### config.mk
export PLATFORM = sky130hd
export DESIGN_NAME = iter_encryptor
export DESIGN_NICKNAME = d
export VERILOG_FILES = /design/src/rtl/iter_encryptor.sv
export SDC_FILE = /design/constraint.sdc
export NUM_CORES = 1
export LEC_CHECK = 0
export CAP_MARGIN = 10
export CORE_ASPECT_RATIO = 2
export CORE_UTILIZATION = 35
export CTS_BUF_LIST = sky130_fd_sc_hd__clkbuf_8
export DETAILED_ROUTE_END_ITERATION = 6
export PLACE_DENSITY = 0.66
export SLEW_MARGIN = 5
export SYNTH_ARGS = -nofsm -noshare
export SYNTH_HDL_FRONTEND = slang
export SYNTH_SLANG_ARGS = --single-unit
### constraint.sdc
create_clock -name clk -period 6.26 [get_ports clk]
set_input_delay 1.565 -clock clk [delete_from_list [all_inputs] [get_ports clk]]
set_output_delay 1.565 -clock clk [all_outputs]
set_load 0.1 [all_outputs]
### src/rtl/iter_encryptor.sv
// Iterative block cipher engine: one key-driven round per clock over a ROWS x 32-bit state.
// Optional decrypt datapath and mode input enabled by CRYPT_DECRYPT_EN.
module iter_encryptor #(
  parameter int unsigned NUM_ROUNDS = 5,
  parameter int unsigned ROWS       = 4
) (
  input  logic                    clk,
  input  logic                    rst,
  input  logic                    in_valid,
  output logic                    in_ready,
  input  logic                    mode,
  input  logic [32*ROWS-1:0]      in_data,
  input  logic [2*NUM_ROUNDS-1:0] key,
  output logic                    out_valid,
  input  logic                    out_ready,
  output logic [32*ROWS-1:0]      out_data
);

  localparam int unsigned W  = 32 * ROWS;
  localparam int unsigned NB = 4 * ROWS;

  typedef enum logic [1:0] {StIdle, StRun, StDone} state_e;

  state_e                  state_q;
  logic [4:0]              rnd_q;
  logic [2*NUM_ROUNDS-1:0] key_q;
  logic [W-1:0]            round_next;
  logic                    last_round;

  assign last_round = (rnd_q == 5'(NUM_ROUNDS - 1));

  // Encrypt: round index equals the counter; key pairs are consumed MSB pair first.
  logic [4:0]   enc_kidx;
  logic [1:0]   enc_kp;
  logic [7:0]   enc_rc;
  logic [W-1:0] enc_next;

  assign enc_kidx = 5'(NUM_ROUNDS - 1) - rnd_q;
  assign enc_kp   = 2'(key_q >> {enc_kidx, 1'b0});
  assign enc_rc   = {3'b000, rnd_q} + 8'd1;

  always_comb begin
    enc_next = out_data;
    for (int i = 0; i < NB; i++) begin
      enc_next[8*i +: 8] = {out_data[8*i +: 4], out_data[8*i+4 +: 4]} ^ enc_rc;
    end
    if (enc_kp[1]) begin
      for (int j = 0; j < ROWS; j++) begin
        enc_next[32*j +: 32] = {enc_next[32*j +: 24], enc_next[32*j+24 +: 8]};
      end
    end
    if (enc_kp[0]) begin
      enc_next = enc_next ^ {NB{8'hA5}};
    end
  end

`ifdef CRYPT_DECRYPT_EN
  // Decrypt walks rounds backwards, so the counter value is itself the key pair index.
  logic         mode_q;
  logic [1:0]   dec_kp;
  logic [7:0]   dec_rc;
  logic [W-1:0] dec_next;

  assign dec_kp = 2'(key_q >> {rnd_q, 1'b0});
  assign dec_rc = {3'b000, 5'(NUM_ROUNDS - 1) - rnd_q} + 8'd1;

  always_comb begin
    dec_next = out_data;
    if (dec_kp[0]) begin
      dec_next = dec_next ^ {NB{8'hA5}};
    end
    if (dec_kp[1]) begin
      for (int j = 0; j < ROWS; j++) begin
        dec_next[32*j +: 32] = {dec_next[32*j +: 8], dec_next[32*j+8 +: 24]};
      end
    end
    for (int i = 0; i < NB; i++) begin
      dec_next[8*i +: 8] = dec_next[8*i +: 8] ^ dec_rc;
      dec_next[8*i +: 8] = {dec_next[8*i +: 4], dec_next[8*i+4 +: 4]};
    end
  end

  assign round_next = mode_q ? dec_next : enc_next;
`else
  logic unused_mode;
  assign unused_mode = mode;
  assign round_next  = enc_next;
`endif

  always_ff @(posedge clk or posedge rst) begin
    if (rst) begin
      state_q   <= StIdle;
      rnd_q     <= '0;
      key_q     <= '0;
      out_data  <= '0;
      in_ready  <= 1'b1;
      out_valid <= 1'b0;
`ifdef CRYPT_DECRYPT_EN
      mode_q    <= 1'b0;
`endif
    end else begin
      case (state_q)
        StIdle: begin
          if (in_valid) begin
            out_data <= in_data;
            key_q    <= key;
`ifdef CRYPT_DECRYPT_EN
            mode_q   <= mode;
`endif
            rnd_q    <= '0;
            in_ready <= 1'b0;
            state_q  <= StRun;
          end
        end
        StRun: begin
          out_data <= round_next;
          rnd_q    <= rnd_q + 5'd1;
          if (last_round) begin
            out_valid <= 1'b1;
            state_q   <= StDone;
          end
        end
        StDone: begin
          if (out_ready) begin
            out_valid <= 1'b0;
            in_ready  <= 1'b1;
            state_q   <= StIdle;
          end
        end
        default: begin
          state_q <= StIdle;
        end
      endcase
    end
  end

endmodule

### After elaboration in Yosys (flattened, before gate mapping)

Index checks and enable logic that the tools add are counted.

* input bits: 143
* bits in registers: 147

* $add $sub $neg: 3
* bitwise operators: 17
* equal/unequal tests: 6
* mux-type cells: 16
* shifts and indexed selects: 1
* reductions and logical operators: 9

Operators with widths (count)
* 2-to-1 mux 128 bit: 3
* case mux 128 bit (2 select lines): 1
* bitwise XOR 8 x 6 -> 8 bit: 16
* NOT 64 bit: 1
* case mux 5 bit (2 select lines): 1
* right shift 10 x 6 -> 2 bit: 1
* AND reduction 3 bit: 3
* adder 5 x 1 -> 6 bit, second input constant: 1
* 2-to-1 mux 2 bit: 3
* != test 2 bit, second input constant: 3
* case mux 2 bit (3 select lines): 1
* nonzero test 2 bit: 3
* adder 5 x 1 -> 5 bit, second input constant: 1
* equality test 5 x 3 -> 1 bit, second input constant: 1
* 2-to-1 mux 5 bit: 1
* subtractor 3 x 5 -> 5 bit, first input constant: 1
* 2-to-1 mux 1 bit: 4
* case mux 1 bit (2 select lines): 2
* AND reduction 2 bit: 2
* equality test 2 x 1 -> 1 bit, second input constant: 1
* equality test 2 bit, second input constant: 1
* logical NOT 2 bit: 1

### Depth between registers and ports, before layout

* depth in word-level cells: 6
* depth in mapped cells: 13
* mapped depth without buffers: 7

### Worst setup path before layout

Ideal clock, no wire load.

* kind: register -> register
* start: register rnd_q[0]
* end: register out_data[55]
* slack: 3.119 ns
* cell stages (with the launch flop): 13
* clock period less this slack: 3.141 ns
* arrival time: 2.995 ns
* path through: dfrtp_1 -> buf_2 -> clkinv_1 -> clkbuf_1 -> ha_1 -> clkbuf_1 -> mux4_2 -> mux2_2 -> buf_2 -> buf_2 -> o211a_1 -> a2111oi_0 -> a221oi_1

* cells in the longest elaborated chain, start to end: 6

RTL lines
* start, declared: RTL line 25 `logic [4:0] rnd_q;`
* start signal, assigned: RTL line 117 `rnd_q <= rnd_q + 5'd1;`
* subtractor 3 x 5 -> 5 bit (*): RTL line 38 `assign enc_kidx = 5'(NUM_ROUNDS - 1) - rnd_q;`
* right shift 10 x 6 -> 2 bit (*): RTL line 39 `assign enc_kp = 2'(key_q >> {enc_kidx, 1'b0});`
* 2-to-1 mux 128 bit: RTL line 47 `if (enc_kp[1]) begin`
* NOT 64 bit (no line)
* 2-to-1 mux 128 bit (*): RTL line 52 `if (enc_kp[0]) begin`
* case mux 128 bit (2 select lines) (*): RTL line 102 `case (state_q)`
* end signal, assigned: RTL line 105 `out_data <= in_data;`
* end signal, assigned: RTL line 116 `out_data <= round_next;`
* end, declared: RTL line 16 `output logic [32*ROWS-1:0] out_data`

Mark *: on every way between the ends. The rest lies on a longest branch, timed or not.
A chain may end at the register's enable or synchronous reset.

### Worst setup path after layout

* start: register rnd_q[1]
* end: register out_data[119]

Same word-level chain as after synthesis.

==> metrics.cfg <==
[outcome]
status=completed

[floorplanning]
start_util_pct=35.64
num_rows=92
core_area_mm2=0.03154
dieArea_mm2=0.03288
io_pins=273
die_w_um=128.7
chipHeight_um=255.4

[worst_setup_path]
criticalPathCategory=reg -> reg
crit_path_start_kind=flip-flop
max_stage_delay_ns=0.93
reg2reg_slack_ns=1.35
r2r_end=out_data[119]$_DFFE_PP0P_
crit_slowest_cell=mux2_4
critPathRequiredTime_ns=6.62
worstPathArrival_ns=5.27
end_kind=flip-flop
crit_chain=clkinv_1 > ha_1 > nor3b_2 > mux2_4 > o21ai_4 > buf_12 > a2111oi_0 > a221oi_1
critPathMaxFanout=107
r2r_cells=8
r2r-start=rnd_q[1]$_DFFE_PP0P_

[timing]
rsz0062_at_grt=false
period_needed_ns=4.909
worstMarginPinSlew_ns=1.161
post-route-period-util_pct=78.42
hold_viol=0
setup_tns_ns=0
fin_skew_ns=0.01437
setup_violations=0
finalMaxSlewViolations=0
relSlewSlack_pct=22.23
max_freq_mhz=203.7

[clock_tree]
tritoncts=yes
clockBufferDepth=2
root_buffer=clkbuf_8
ctsHoldBuffers=0
clock_sinks=147
clk_latency_ns=0.51
cts_made_buffers=17
clk_pin_slew_ns=0.08
htreeDepth=4
ctsResizeCount=0
postCtsSetupBuffers=0

[placed_design]
hpwl_um=27910
gp_congestion=0.8509
placed_cells=1758
port_buffers=271

[logic_synthesis]
syn_area_mm2=0.01124
synth-main-ff-cell=dfrtp_1
synth_top_family_by_area=compound AO/OA/AOI/OAI gates
syn-instance-count=1178
ys_types=56
synth_compound_area_share_pct=33.36
synth_edf_count=0
ys_ff_latch=147
synth_fp_nets=1323
yosysWarnings=0
synthArstFlopShare_pct=100.0
synth_xor_area_share_pct=5.009
yosys.area_share.adder_pct=0.2226
synth_mux_area_share_pct=13.78
syn_area_per_cell_um2=9.542
synth-simple-area-share_pct=8.704
ys_seq_area_share_pct=32.74

[global_route]
grt_overflow=0
grt_pass1_wl_um=63470
antenna_found_initial=5
grt_pass1_vias=11005
grt_max_degree=108
grtUsageTotal_pct=25.36

[detailed_routing]
firstDrtPassIters=6
drc=0
drt-wirelength-per-cell_um=23.17
routed_wl_um=41520
via_per_inst=6.203
antenna_left=0
vias=11116
dr.first_iter.drc_count=734

[finish]
instances_no_fill=1792
syn_to_final_growth_pct=29.62
nNetsFinal=1499
drive_gt1_share_pct=6.818

[flow_run]
cap_viol_max_count=0

[hold_path]
worstHoldPathCells=1
hold_path_class=reg -> reg
worstHoldStart=key_q[6]$_DFFE_PP0P_
hold-path-endpoint=key_q[6]$_DFFE_PP0P_

[stage by stage]
step           hold WS, ns  setup slack (ns)  instance area [µm²]  utilization, %
3_3_place_gp        0.4870             1.604                14210           45.06
3_5_place_dp        0.4966             1.489                14210           45.06
5_1_grt             0.5307             1.013                14570           46.20
4_1_cts             0.5138             1.461                14550           46.12
2_1_floorplan       0.4702            0.7453                11240               -
6_report            0.5149             1.351                14570           46.20
[area by class of cell]
| class | instances | area, µm² |
|---|---|---|
| fillers | 3095 | 16970 |
| multi-input cells | 865 | 6978 |
| flip-flops and latches | 147 | 3681 |
| repair buffers | 297 | 2933 |
| well taps | 423 | 529.3 |
| clock buffers | 19 | 261.5 |
| inverters | 26 | 102.6 |
| clock inverters | 10 | 72.57 |
| diodes | 5 | 12.51 |
[cell families (layout without fill, tap and decap cells)]
kind of cell | count (synthesis) | count (layout)
other cells | 0 | 5
simple gates | 189 | 189
buf+inv | 166 | 352
xor+xnor | 36 | 36
mux | 150 | 150
compound gates | 488 | 488
fa+ha+maj | 2 | 2
flops | 147 | 147
[cells in the mapped netlist (9+ instances only)]
library cell | count | area, µm²
o211ai_1 | 24 | 180.2
nor2_1 | 19 | 71.32
a21boi_0 | 30 | 225.2
mux2i_1 | 132 | 1321
nand3_1 | 34 | 170.2
a21oi_1 | 77 | 385.4
a32oi_1 | 16 | 140.1
and2_0 | 15 | 93.84
buf_2 | 34 | 170.2
o21ai_0 | 9 | 45.04
xor2_1 | 17 | 148.9
o211a_1 | 24 | 240.2
nor2b_1 | 18 | 112.6
nand2_1 | 40 | 150.1
a21o_1 | 41 | 307.8
inv_1 | 24 | 90.09
xor3_1 | 16 | 380.4
a31oi_1 | 16 | 100.1
or3_1 | 32 | 200.2
a2111oi_0 | 24 | 210.2
clkbuf_1 | 96 | 360.4
a221oi_1 | 109 | 954.7
a211oi_1 | 80 | 600.6
mux2_2 | 15 | 168.9
nor3_1 | 22 | 110.1
a22o_1 | 18 | 157.7
dfrtp_1 | 146 | 3654
[sequential cells by signal, indices dropped and copies added (netlist names)]
name,cells
out_valid,1
out_data,128
rnd_q,5
in_ready,1
state_q,2
key_q,10
[critical path: cells and delay by family (launching register included)]
kind,cells,cell delay (ns)
muxes,1,0.93
buffers and inverters,2,0.87
and+or+nand+nor,1,0.85
AOI/OAI and AO/OA,3,0.79
adders and majority gates,1,0.56
DFF,1,0.51
[worst max path at each step]
stage / startpoint / end / slack (ns) / cells after the start
global placement: rnd_q[1]$_DFFE_PP0P_ / out_data[15]$_DFFE_PP0P_ / 1.60 / 8
global route: rnd_q[1]$_DFFE_PP0P_ / out_data[119]$_DFFE_PP0P_ / 1.01 / 8
CTS: rnd_q[1]$_DFFE_PP0P_ / out_data[112]$_DFFE_PP0P_ / 1.46 / 8
finish: rnd_q[1]$_DFFE_PP0P_ / out_data[119]$_DFFE_PP0P_ / 1.35 / 8
floorplan: rst / key_q[0]$_DFFE_PP0P_ / 0.75 / 1
detailed placement: rnd_q[1]$_DFFE_PP0P_ / out_data[112]$_DFFE_PP0P_ / 1.49 / 8
[cells in the final DEF, fill, tap and decap left out, types with 32 or more instances in the layout]
cell,Yosys,final
a211oi_1,80,80
a21o_1,41,41
nand3_1,34,34
clkdlybuf4s50_1,0,271
mux2i_1,132,132
dfrtp_1,146,145
a221oi_1,109,109
or3_1,32,32
a21oi_1,77,76
nand2_1,40,40
[routing by layer]
layer	track usage, %	vias up	wire length, µm	part of all wire [%]
li1	-	5037	-	-
met4	17.84	0	2723	6.6
met1	27.31	5503	15160	37
met5	0	-	0	0
met2	44.58	450	21680	52
met3	3.727	126	1957	4.7
Power is not shown: default switching activity piles up to over one toggle a cycle in this logic, so the estimate is an artifact.
